==> src/rtl/seg7_scan_driver.sv <==
// seg7_scan_driver
// Time-multiplexed common-anode 7-segment driver for the stopwatch.
// Each binary field is converted to two BCD digits by a multi-cycle
// shift-add-3 engine. The digits are collected in a shadow register and
// copied to the display registers in a single commit cycle. The digits are
// then scanned at a programmable refresh rate, and each field can blink.
//
// Parameters
//   N_FIELDS    number of binary fields (two digits each)
//   FIELD_W     bits per field, 4..7
//   REFRESH_DIV clk cycles per digit slot, >= 2
//   BLINK_DIV   refresh ticks per blink half-period, >= 1
//
// Ports
//   clk         system clock, rising edge
//   rst         synchronous active-high reset
//   field_bus   packed fields, field f at [f*FIELD_W +: FIELD_W]
//   load        single-cycle conversion request
//   blink_en    global blink enable
//   blink_mask  per-field blink select
//   busy        conversion in flight
//   load_drop   one-cycle pulse for a load rejected while busy
//   overflow    some displayed field was above 99 (updated at commit)
//   seg         active-low segments, seg[0]=a .. seg[6]=g (registered)
//   an          active-low one-hot anode select (registered)
//
// state  | meaning
// IDLE   | waiting for load; field_bus captured on load
// CONV   | one double-dabble step per cycle, field by field
// COMMIT | shadow digits and overflow copied to display in one cycle

module seg7_scan_driver #(
    parameter int N_FIELDS    = 2,
    parameter int FIELD_W     = 6,
    parameter int REFRESH_DIV = 100000,
    parameter int BLINK_DIV   = 250
) (
    input  logic                        clk,
    input  logic                        rst,
    input  logic [N_FIELDS*FIELD_W-1:0] field_bus,
    input  logic                        load,
    input  logic                        blink_en,
    input  logic [N_FIELDS-1:0]         blink_mask,
    output logic                        busy,
    output logic                        load_drop,
    output logic                        overflow,
    output logic [6:0]                  seg,
    output logic [2*N_FIELDS-1:0]       an
);

    localparam int N_DIG  = 2 * N_FIELDS;
    localparam int IDX_W  = $clog2(N_DIG);
    localparam int FIDX_W = (N_FIELDS > 1) ? $clog2(N_FIELDS) : 1;
    localparam int STEP_W = $clog2(FIELD_W);
    localparam int REF_W  = $clog2(REFRESH_DIV);
    localparam int BLK_W  = (BLINK_DIV > 1) ? $clog2(BLINK_DIV) : 1;
    localparam logic [3:0] DASH = 4'hA;

    typedef enum logic [1:0] {
        IDLE   = 2'd0,
        CONV   = 2'd1,
        COMMIT = 2'd2
    } state_t;

    state_t state, state_next;

    logic [N_FIELDS*FIELD_W-1:0] cap;
    logic [FIELD_W-1:0]          cap_f [N_FIELDS];
    logic [FIDX_W-1:0]           fidx;
    logic [STEP_W-1:0]           step;
    logic [STEP_W-1:0]           bit_sel;
    logic [FIELD_W-1:0]          cur_field;
    logic [3:0]                  ones, tens;
    logic                        hund;
    logic [3:0]                  ones_adj, tens_adj;
    logic [3:0]                  ones_next, tens_next;
    logic                        hund_next;
    logic                        last_step, last_field;

    logic [3:0]                  shadow_dig [N_DIG];
    logic [N_FIELDS-1:0]         shadow_ovf;
    logic [3:0]                  disp_dig [N_DIG];

    logic [REF_W-1:0]            ref_cnt;
    logic                        tick;
    logic [IDX_W-1:0]            idx;
    logic [BLK_W-1:0]            blk_cnt;
    logic                        phase;
    logic [N_DIG-1:0]            an_next;
    logic [6:0]                  seg_next;

    function automatic logic [6:0] seg_decode(input logic [3:0] d);
        case (d)
            4'd0:    seg_decode = 7'b1000000;
            4'd1:    seg_decode = 7'b1111001;
            4'd2:    seg_decode = 7'b0100100;
            4'd3:    seg_decode = 7'b0110000;
            4'd4:    seg_decode = 7'b0011001;
            4'd5:    seg_decode = 7'b0010010;
            4'd6:    seg_decode = 7'b0000010;
            4'd7:    seg_decode = 7'b1111000;
            4'd8:    seg_decode = 7'b0000000;
            4'd9:    seg_decode = 7'b0010000;
            DASH:    seg_decode = 7'b0111111;
            default: seg_decode = 7'b1111111;
        endcase
    endfunction

    assign busy = (state != IDLE);

    // ---------------- conversion FSM ----------------
    always_ff @(posedge clk) begin
        if (rst) state <= IDLE;
        else     state <= state_next;
    end

    always_comb begin
        state_next = state;
        case (state)
            IDLE:    if (load) state_next = CONV;
            CONV:    if (last_step && last_field) state_next = COMMIT;
            COMMIT:  state_next = IDLE;
            default: state_next = IDLE;
        endcase
    end

    // ---------------- double-dabble step ----------------
    always_comb begin
        for (int f = 0; f < N_FIELDS; f++) begin
            cap_f[f] = cap[f*FIELD_W +: FIELD_W];
        end
    end

    // The binary input is consumed MSB first straight out of the capture
    // register, so no separate binary shift register is needed. Any bit that
    // leaves the tens nibble makes the hundreds digit non-zero, which is
    // exactly the "value above 99" condition; it is kept as a sticky flag.
    always_comb begin
        cur_field  = cap_f[fidx];
        bit_sel    = STEP_W'(FIELD_W - 1) - step;
        ones_adj   = (ones >= 4'd5) ? ones + 4'd3 : ones;
        tens_adj   = (tens >= 4'd5) ? tens + 4'd3 : tens;
        hund_next  = hund | tens_adj[3];
        tens_next  = {tens_adj[2:0], ones_adj[3]};
        ones_next  = {ones_adj[2:0], cur_field[bit_sel]};
        last_step  = (step == STEP_W'(FIELD_W - 1));
        last_field = (fidx == FIDX_W'(N_FIELDS - 1));
    end

    always_ff @(posedge clk) begin
        if (rst) begin
            cap        <= '0;
            fidx       <= '0;
            step       <= '0;
            ones       <= '0;
            tens       <= '0;
            hund       <= 1'b0;
            shadow_ovf <= '0;
            overflow   <= 1'b0;
            load_drop  <= 1'b0;
            for (int d = 0; d < N_DIG; d++) begin
                shadow_dig[d] <= '0;
                disp_dig[d]   <= '0;
            end
        end else begin
            load_drop <= load && (state != IDLE);
            case (state)
                IDLE: begin
                    if (load) begin
                        cap  <= field_bus;
                        fidx <= '0;
                        step <= '0;
                        ones <= '0;
                        tens <= '0;
                        hund <= 1'b0;
                    end
                end
                CONV: begin
                    if (last_step) begin
                        shadow_dig[{fidx, 1'b0}] <= hund_next ? DASH : ones_next;
                        shadow_dig[{fidx, 1'b1}] <= hund_next ? DASH : tens_next;
                        shadow_ovf[fidx]         <= hund_next;
                        ones <= '0;
                        tens <= '0;
                        hund <= 1'b0;
                        step <= '0;
                        if (!last_field) fidx <= fidx + 1'b1;
                    end else begin
                        ones <= ones_next;
                        tens <= tens_next;
                        hund <= hund_next;
                        step <= step + 1'b1;
                    end
                end
                COMMIT: begin
                    disp_dig <= shadow_dig;
                    overflow <= |shadow_ovf;
                end
                default: ;
            endcase
        end
    end

    // ---------------- scan and output stage ----------------
    assign tick = (ref_cnt == REF_W'(REFRESH_DIV - 1));

    always_comb begin
        seg_next = seg_decode(disp_dig[idx]);
        an_next  = '1;
        // A blanked slot still carries its segment decode; only the anode is off.
        if (!(blink_en && blink_mask[idx[IDX_W-1:1]] && phase)) an_next[idx] = 1'b0;
    end

    always_ff @(posedge clk) begin
        if (rst) begin
            ref_cnt <= '0;
            idx     <= '0;
            blk_cnt <= '0;
            phase   <= 1'b0;
            seg     <= 7'b1111111;
            an      <= '1;
        end else begin
            ref_cnt <= tick ? '0 : ref_cnt + 1'b1;
            if (tick) begin
                idx <= (idx == IDX_W'(N_DIG - 1)) ? '0 : idx + 1'b1;
                if (blk_cnt == BLK_W'(BLINK_DIV - 1)) begin
                    blk_cnt <= '0;
                    phase   <= ~phase;
                end else begin
                    blk_cnt <= blk_cnt + 1'b1;
                end
            end
            seg <= seg_next;
            an  <= an_next;
        end
    end

endmodule

==> config.mk <==
export PLATFORM = sky130hd
export DESIGN_NAME = seg7_scan_driver
export DESIGN_NICKNAME = d
export VERILOG_FILES = /design/src/rtl/seg7_scan_driver.sv
export SDC_FILE = /design/constraint.sdc
export NUM_CORES = 1
export LEC_CHECK = 0
export ABC_CLOCK_PERIOD_IN_PS = 5500
export CORE_UTILIZATION = 60
export DETAILED_ROUTE_END_ITERATION = 10
export HOLD_SLACK_MARGIN = 0.02
export PLACE_DENSITY_LB_ADDON = 0.3
export SLEW_MARGIN = 10
export SYNTH_ARGS = -nofsm -noshare
export SYNTH_HDL_FRONTEND = slang
export SYNTH_SLANG_ARGS = --single-unit
==> constraint.sdc <==
create_clock -name clk -period 5.5 [get_ports clk]
set_input_delay 1.65 -clock clk [delete_from_list [all_inputs] [get_ports clk]]
set_output_delay 1.65 -clock clk [all_outputs]
set_load 0.03 [all_outputs]
==> impl_metrics.tcl, run 1 <==
set metrics [dict create \
    core-area_mm2 0.006944 \
    dp_hpwl_um 5968 \
    cts_tree "built" \
    rsz0062_at_grt "no" \
    postPlaceCellArea_mm2 0.004757 \
    holdCritPathClass "flip-flop to flip-flop" \
    post-cts-setup-buffers 0 \
    gr-total-overflow 0 \
    synth_top_area_share_pct 46.15 \
    powerDensity_mw_per_mm2 261.5 \
    yosys-top-cells-area "dfxtp_1, nand2_1, a21oi_1, ha_1, nor2_1" \
    ios 32 \
    via_count 3592 \
    hold-worst-slack_ns 0.4595 \
    synthesis.instances 519 \
    fin_crit_ns 3.285 \
    hold_buffers 0 \
    syn_nets 556 \
    clk_path_buf_depth 2 \
    dr.pass1.iters 4 \
    layout_common_cells "dfxtp_1, nand2_1, a21oi_1, nor2_1, clkdlybuf4s50_1" \
    ys_warn_count 0 \
    clk_latency_ns 0.36 \
    netlist_area_mm2 0.004424 \
    fin_ws_ns 2.215 \
    setup_violations 0 \
    synth_flop_cell "dfxtp_1" \
    synth-seq-cells 102 \
    numClockSinks 102 \
    syn_avg_cell_area_um2 8.525 \
    outcome "completed" \
    cts.htree.levels 3 \
    crit_family "buffers and inverters" \
    busiest_layer "met2" \
    power.total_mw 1.294 \
    yosysTopAreaCell "dfxtp_1" \
    cts_buffers 9 \
    initial_core_util_pct 63.71 \
    tightest_slew_ns 1.061 \
    drc 0 \
    synth_xor_xnor_area_share_pct 3.167 \
    fill_cells 559 \
    antenna_left 0 \
    max_freq_ghz 0.3045 \
    skew_ns 0.009826 \
    synth_top_family_by_area "simple AND/OR/NAND/NOR gates" \
    numPortBuffers 31 \
    clkTransAtPathRegs_ns 0.09 \
    hold_start "cap[9]" \
    met2_usage_pct 44.96 \
    postLayoutCoreUtil_pct 71.23 \
    layout.cells.non_filler 636 \
    max_cap_violations 0 \
    synthMuxAreaShare_pct 4.581 \
    path_cells "nor2_1 > inv_1 > clkdlybuf4s50_1" \
    totalWireLength_um 8598 \
    dp_cells 622 \
    cpMaxStageDelayCell "clkdlybuf4s50_1" \
    synth_adder_area_share_pct 5.373 \
    place_ws_ns 2.401 \
    num_rows 30 \
    layout_commonest_cell "dfxtp_1" \
    report.final.slew_viol_count 0 \
    grt_start_max_net_pins 74 \
    via_per_inst 5.648 \
    grt_pass1_wl_um 14720 \
    crit_buf_inv 2 \
    routedWlPerCell_um 13.52 \
    die-area_mm2 0.007721 \
    path_class "flip-flop to output pin" \
    post_cts_resized 0 \
    synthSimpleGateAreaFrac_pct 22.23 \
    die_x_um 87.87 \
    hold_viol 0 \
    worstPathArrival_ns 1.63 \
    cp.required_ns 3.85 \
    yosysUniqueCellTypes 45 \
    p_leak_nw 1.760 \
    max_stage_delay_ns 0.67 \
    cp-startpoint "state[1]" \
    track_usage_pct 24.23 \
    synth_edf_count 0 \
    grt_util_met3_pct 6.032 \
    cts_root_buf "clkbuf_8" \
    synthArstFlopShare_pct 0 \
    path_max_fanout 6 \
    die_h_um 87.87 \
    grt_pass1_vias 3378 \
    seq_area_frac_synth_pct 46.15 \
    synth-compound-area-share_pct 14.71 \
    critPathLaunchType "flip-flop" \
    relSlewSlack_pct 29.13 \
    antenna_cells 0 \
    antenna_found_initial 0 \
    period_share_pct 59.72 \
    worst_setup_path_end_kind "output pin" \
    place.gp.congestion 0.7993 \
    syn_to_final_growth_pct 11.79 \
    r2r_start "ref_cnt[0]" \
    drt_iter0_markers 173 \
    fin_nets 574 \
    grt_use_met1_pct 27.84 \
    drive_gt1_share_pct 5.000 \
    peakVddDrop_mv 0.1966 \
    fin_tns_setup_ns 0 \
    design_area_mm2 0.004946 \
]
[sequential cells by signal, summed over array words and instances, names as in the netlist, 3 cells and up]
register    cells
ref_cnt        17
disp_dig       16
shadow_dig     16
cap            12
blk_cnt         8
seg             7
an              4
ones            4
tens            4
step            3
[kinds of logic (layout without fill, tap and decap cells)]
logic type | count (synthesis) | after routing
buf+inv | 42 | 63
xor+xnor | 16 | 16
flops | 102 | 102
fa+ha+maj | 19 | 19
simple gates | 215 | 215
mux | 15 | 15
compound gates | 110 | 110
[where the power goes]
group	total (mW)	internal [mW]	switching, mW
logic	0.0748	0.0304	0.0444
clock network	0.461	0.231	0.229
registers	0.758	0.750	0.00852
[tightest hold or removal path, stage by stage (launching register included)]
cell and delay [ns]:
dfxtp_1 0.32, nand2_1 0.05, a21oi_1 0.05
[cell usage after synthesis, types with 2 or more instances]
library cell and count:
a211oi_1 10, a21o_1 2, a21oi_1 59, a22oi_1 5
a31oi_1 3, and2_1 4, and3_1 5, and4bb_2 2
buf_1 3, buf_2 8, clkbuf_1 15, dfxtp_1 102
ha_1 19, inv_1 16, mux2_2 2, mux2i_1 9
mux4_2 4, nand2_1 92, nand2b_1 4, nand3_1 11
nand4_1 5, nor2_1 57, nor2b_1 5, nor3_1 11
nor3b_1 5, o21ai_0 15, o21bai_1 2, o22ai_1 2
o31ai_1 2, o32ai_1 3, o41ai_1 2, or3_1 5
or4_1 4, xnor2_1 6, xor2_1 10
[routing by layer]
| metal | vias up | wire, µm |
|---|---|---|
| met2 | 72 | 4432 |
| li1 | 1820 | - |
| met1 | 1687 | 3770 |
| met4 | 0 | 112 |
| met5 | - | 0 |
| met3 | 13 | 282 |
[worst paths after layout]
kind / end / slack, ns / depth (start not counted)
max: busy / 2.22 / 3
min: cap[9] / 0.46 / 2
max reg2reg: ref_cnt[9] / 3.06 / 5
min reg2reg: cap[9] / 0.46 / 2
[layout make-up]
| type | count | area, µm² | share of cell area [%] |
|---|---|---|---|
| inverters | 16 | 60.06 | 1.214 |
| clock inverters | 1 | 30.03 | 0.6071 |
| well taps | 96 | 120.1 | 2.429 |
| multi-input cells | 375 | 2215 | 44.78 |
| clock buffers | 13 | 158.9 | 3.213 |
| flip-flops and latches | 102 | 2042 | 41.29 |
| repair buffers | 33 | 320.3 | 6.476 |
Note: power is estimated with default switching activity, not from simulation.
==> inputs of run 2 (changes only) <==
Settings changed: ABC_CLOCK_PERIOD_IN_PS 5500 to 3000, CORE_UTILIZATION 60 to 52.
Clock period 5.5 ns to 3 ns, I/O delays scaled along.
==> impl_metrics.tcl, run 2 (synthesized netlist as in run 1, its figures left out) <==
set metrics [dict create \
    holdCritPathClass "flip-flop to flip-flop" \
    layout.cells.non_filler 650 \
    postPlaceCellArea_mm2 0.004791 \
    syn_to_final_growth_pct 12.70 \
    grt_pass1_wl_um 14570 \
    die_x_um 94.24 \
    core-area_mm2 0.008217 \
    clkTransAtPathRegs_ns 0.09 \
    numPortBuffers 31 \
    max_cap_violations 0 \
    hold-worst-slack_ns 0.4571 \
    hold_viol 0 \
    p_int_mw 1.808 \
    layout_common_cells "dfxtp_1, nand2_1, a21oi_1, nor2_1, clkdlybuf4s50_1" \
    initial_core_util_pct 53.84 \
    skew_ns 0.008629 \
    path_max_fanout 6 \
    p_sw_mw 0.5639 \
    post-cts-setup-buffers 0 \
    fin_ws_ns 0.4682 \
    report.final.slew_viol_count 0 \
    p_seq_share_pct 58.6 \
    dr.pass1.iters 4 \
    path_class "flip-flop to output pin" \
    fin_tns_setup_ns 0 \
    cts.htree.levels 3 \
    setup_violations 0 \
    place.gp.congestion 0.8181 \
    clkPwrFrac_pct 35.7 \
    p_sw_share_pct 23.78 \
    rsz0062_at_grt "no" \
    grt_start_max_net_pins 67 \
    worst_setup_path_end_kind "output pin" \
    power_frac_comb_pct 5.7 \
    worstPathArrival_ns 1.63 \
    relSlewSlack_pct 51.98 \
    cts_tree "built" \
    cts_buffers 9 \
    numClockSinks 102 \
    gr-total-overflow 0 \
    drc 0 \
    layout_commonest_cell "dfxtp_1" \
    grt_pass1_vias 3212 \
    outcome "completed" \
    antenna_cells 0 \
    cts_root_buf "clkbuf_8" \
    peakVddDrop_mv 0.2374 \
    postLayoutCoreUtil_pct 60.68 \
    post_cts_resized 0 \
    track_usage_pct 20.69 \
    fin_crit_ns 2.532 \
    powerDensity_mw_per_mm2 475.7 \
    design_area_mm2 0.004986 \
    clk_path_buf_depth 2 \
    hold_buffers 0 \
    power.total_mw 2.372 \
    antenna_found_initial 0 \
    via_per_inst 5.414 \
    max_freq_ghz 0.3950 \
    critPathLaunchType "flip-flop" \
    die_h_um 94.24 \
    reg_top3 "ref_cnt x17, disp_dig x16, shadow_dig x16" \
    die-area_mm2 0.008881 \
    ios 32 \
    dp_cells 634 \
    drive_gt1_share_pct 6.055 \
    place_ws_ns 0.6732 \
    cp.required_ns 2.10 \
    via_count 3519 \
    clk_latency_ns 0.37 \
    dp_hpwl_um 5788 \
    fin_nets 577 \
    routedWlPerCell_um 13.03 \
    antenna_left 0 \
    fill_cells 752 \
    period_share_pct 84.39 \
    drt_iter0_markers 139 \
    tightest_slew_ns 0.7188 \
    totalWireLength_um 8470 \
    regMostFlops "ref_cnt" \
    largest_reg_flops 17 \
    p_leak_nw 1.779 \
    num_rows 33 \
]
run 2: cell types whose count changed in the layout (fill, tap and decap cells not counted):
cell	before	now
clkinv_4	0	2
clkbuf_8	11	12
bufinv_16	1	0
buf_4	2	5
inv_6	0	1
clkbuf_1	2	1
run 2: cell type report:
type | instances | area [µm²] | share of cell area (%)
sequential | 102 | 2042 | 40.95
multi-input combinational | 375 | 2215 | 44.42
tap | 105 | 131.4 | 2.635
clock inverter | 3 | 26.28 | 0.5270
timing repair buffer | 36 | 342.8 | 6.876
inverter | 16 | 60.06 | 1.205
clock buffer | 13 | 168.9 | 3.388
run 2: power groups by stage:
| stage | combinational [mW] | sequential, mW | clock, mW |
|---|---|---|---|
| floorplan | 0.0754 | 1.43 | 0 |
| global placement | 0.134 | 1.42 | 0 |
| detailed placement | 0.136 | 1.42 | 0 |
| CTS | 0.137 | 1.39 | 0.864 |
| global route | 0.151 | 1.39 | 0.919 |
| finish | 0.136 | 1.39 | 0.846 |
run 2: final timing paths:
check	slack, ns	startpoint	cells after the start	end
setup / recovery	0.47	state[1]	3	busy
hold / removal	0.46	disp_dig[14]	2	disp_dig[14]
setup reg to reg	0.98	step[1]	5	shadow_dig[12]
hold reg to reg	0.46	disp_dig[14]	2	disp_dig[14]
run 2: worst max-delay path, cell delays in order, from the launching register on:
cell and delay [ns]:
dfxtp_1 0.43, nor2_1 0.10, inv_1 0.08, clkdlybuf4s50_1 0.66
run 2: routing by layer:
layer  up-vias  part of all wire [%]  GRT usage (%)
li1       1816                     -              -
met1      1647                    49          27.14
met2        45                    47          33.57
met3        11                   2.5          2.913
met4         0                   1.7          9.231
met5         -                     0              0
==> inputs of run 3 (changes only) <==
Settings changed: ABC_CLOCK_PERIOD_IN_PS 3000 to 2200.
Clock period 3 ns to 2.2 ns, I/O delays scaled along.
==> impl_metrics.tcl, run 3 (synthesized netlist as in run 1, its figures left out) <==
set metrics [dict create \
    path_max_fanout 1 \
    min_path_cells 2 \
    totalWireLength_um 8423 \
    post-cts-setup-buffers 0 \
    grt_pass1_vias 3234 \
    rsz0062_at_grt "no" \
    cpMaxStageDelayCell "clkdlybuf4s50_1" \
    cp.required_ns 1.54 \
    regMostFlops "ref_cnt" \
    p_sw_mw 0.7239 \
    relSlewSlack_pct 50.35 \
    grt_pass1_wl_um 14230 \
    min_to "cap[1]" \
    r2r_slack_ns 0.21 \
    powerDensity_mw_per_mm2 643.2 \
    hold_start "cap[1]" \
    ios 32 \
    crit_buf_inv 1 \
    crit_family "buffers and inverters" \
    gr-total-overflow 0 \
    fin_nets 580 \
    place_ws_ns 0.1186 \
    routedWlPerCell_um 12.92 \
    layout_common_cells "dfxtp_1, nand2_1, a21oi_1, nor2_1, clkdlybuf4s50_1" \
    cts_buffers 9 \
    fin_ws_ns 0.1800 \
    die-area_mm2 0.008881 \
    rr_endpoint "shadow_dig[12]" \
    drive_gt1_share_pct 6.399 \
    p_seq_share_pct 58.8 \
    tightest_slew_ns 0.7432 \
    p_sw_share_pct 22.45 \
    drt_iter0_markers 117 \
    drc 0 \
    max_freq_ghz 0.4950 \
    num_rows 33 \
    antenna_found_initial 0 \
    cts_root_buf "clkbuf_8" \
    holdCritPathClass "flip-flop to flip-flop" \
    antenna_cells 0 \
    antenna_left 0 \
    path_class "flip-flop to output pin" \
    place.gp.congestion 0.7909 \
    outcome "completed" \
    period_share_pct 91.82 \
    reg_top3 "ref_cnt x17, disp_dig x16, shadow_dig x16" \
    r2r_start "step[1]" \
    p_leak_nw 1.797 \
    initial_core_util_pct 53.84 \
    grt_start_max_net_pins 74 \
    report.final.slew_viol_count 0 \
    worstPathArrival_ns 1.36 \
    via_count 3542 \
    clkTransAtPathRegs_ns 0.09 \
    max_cap_violations 0 \
    clk_path_buf_depth 2 \
    fin_tns_setup_ns 0 \
    track_usage_pct 20.26 \
    max_stage_delay_ns 0.67 \
    p_int_mw 2.501 \
    clk_latency_ns 0.36 \
    setup_violations 0 \
    layout_commonest_cell "dfxtp_1" \
    power_frac_comb_pct 5.8 \
    numPortBuffers 31 \
    hold_viol 0 \
    cp-startpoint "load_drop" \
    numClockSinks 102 \
    via_per_inst 5.433 \
    largest_reg_flops 17 \
    worst_setup_path_end_kind "output pin" \
    peakVddDrop_mv 0.4233 \
    skew_ns 0.01524 \
    die_x_um 94.24 \
    dr.pass1.iters 4 \
    fin_crit_ns 2.020 \
    die_h_um 94.24 \
    clkPwrFrac_pct 35.4 \
    cts.htree.levels 3 \
    cts_tree "built" \
    critPathLaunchType "flip-flop" \
    ff2ff_path_depth 5 \
    dp_hpwl_um 5796 \
    path_cells "clkdlybuf4s50_1" \
    core-area_mm2 0.008217 \
    syn_to_final_growth_pct 13.32 \
]
-- run 3: changes by cell type in the layout (fill, tap and decap cells not counted), moves of 2 or more --
cell and change:
buf_4 +2, clkbuf_8 -2, clkinv_2 +2, clkinv_4 -2
-- run 3: repair_timing --
action,CTS,global route
hold buffers,0,0
endpoints found under the setup margin,1,0
gates resized for setup,1,0
-- run 3: worst max-delay path by stage --
stage / to / slack, ns / cells past startpoint
2_1_floorplan: blk_cnt[4] / 0.48 / 6
3_3_place_gp: ones[2] / 0.16 / 4
3_5_place_dp: ones[1] / 0.12 / 4
4_1_cts: load_drop / 0.16 / 1
5_1_grt: shadow_dig[2] / 0.08 / 7
6_report: load_drop / 0.18 / 1
-- run 3: cell type report --
| cell class | count | area (µm²) |
|---|---|---|
| Fill cell | 738 | 3203 |
| Multi-Input combinational cell | 375 | 2215 |
| Sequential cell | 102 | 2042 |
| Timing Repair Buffer | 39 | 376.6 |
| Clock buffer | 11 | 141.4 |
| Tap cell | 105 | 131.4 |
| Inverter | 16 | 60.06 |
| Clock inverter | 4 | 47.55 |
-- run 3: stage by stage --
step	utilization, %	power, mW	instances	hold WS (ns)	cell area [µm²]
3_5_place_dp	58.73	2.129	637	0.4447	4826
5_1_grt	61.02	3.348	652	0.4764	5014
6_report	61.02	3.225	652	0.4559	5014
4_1_cts	61.02	3.246	652	0.4581	5014
3_3_place_gp	58.73	2.124	637	0.4400	4826
2_1_floorplan	-	2.050	519	0.4299	4424
-- run 3: power groups by stage --
stage / Sequential (mW) / Combinational (mW) / Clock (mW)
2_1_floorplan: 1.95 / 0.103 / 0
5_1_grt: 1.90 / 0.208 / 1.24
3_3_place_gp: 1.94 / 0.186 / 0
6_report: 1.90 / 0.188 / 1.14
4_1_cts: 1.90 / 0.190 / 1.16
3_5_place_dp: 1.94 / 0.190 / 0
-- run 3: per-layer routing --
layer	wire [µm]	up-vias	global-route usage [%]	share of wire, %
li1	-	1830	-	-
met4	110	0	6.923	1.3
met1	3982	1642	24.41	47
met3	303	12	4.773	3.6
met5	0	-	0	0
met2	4026	58	35.02	48
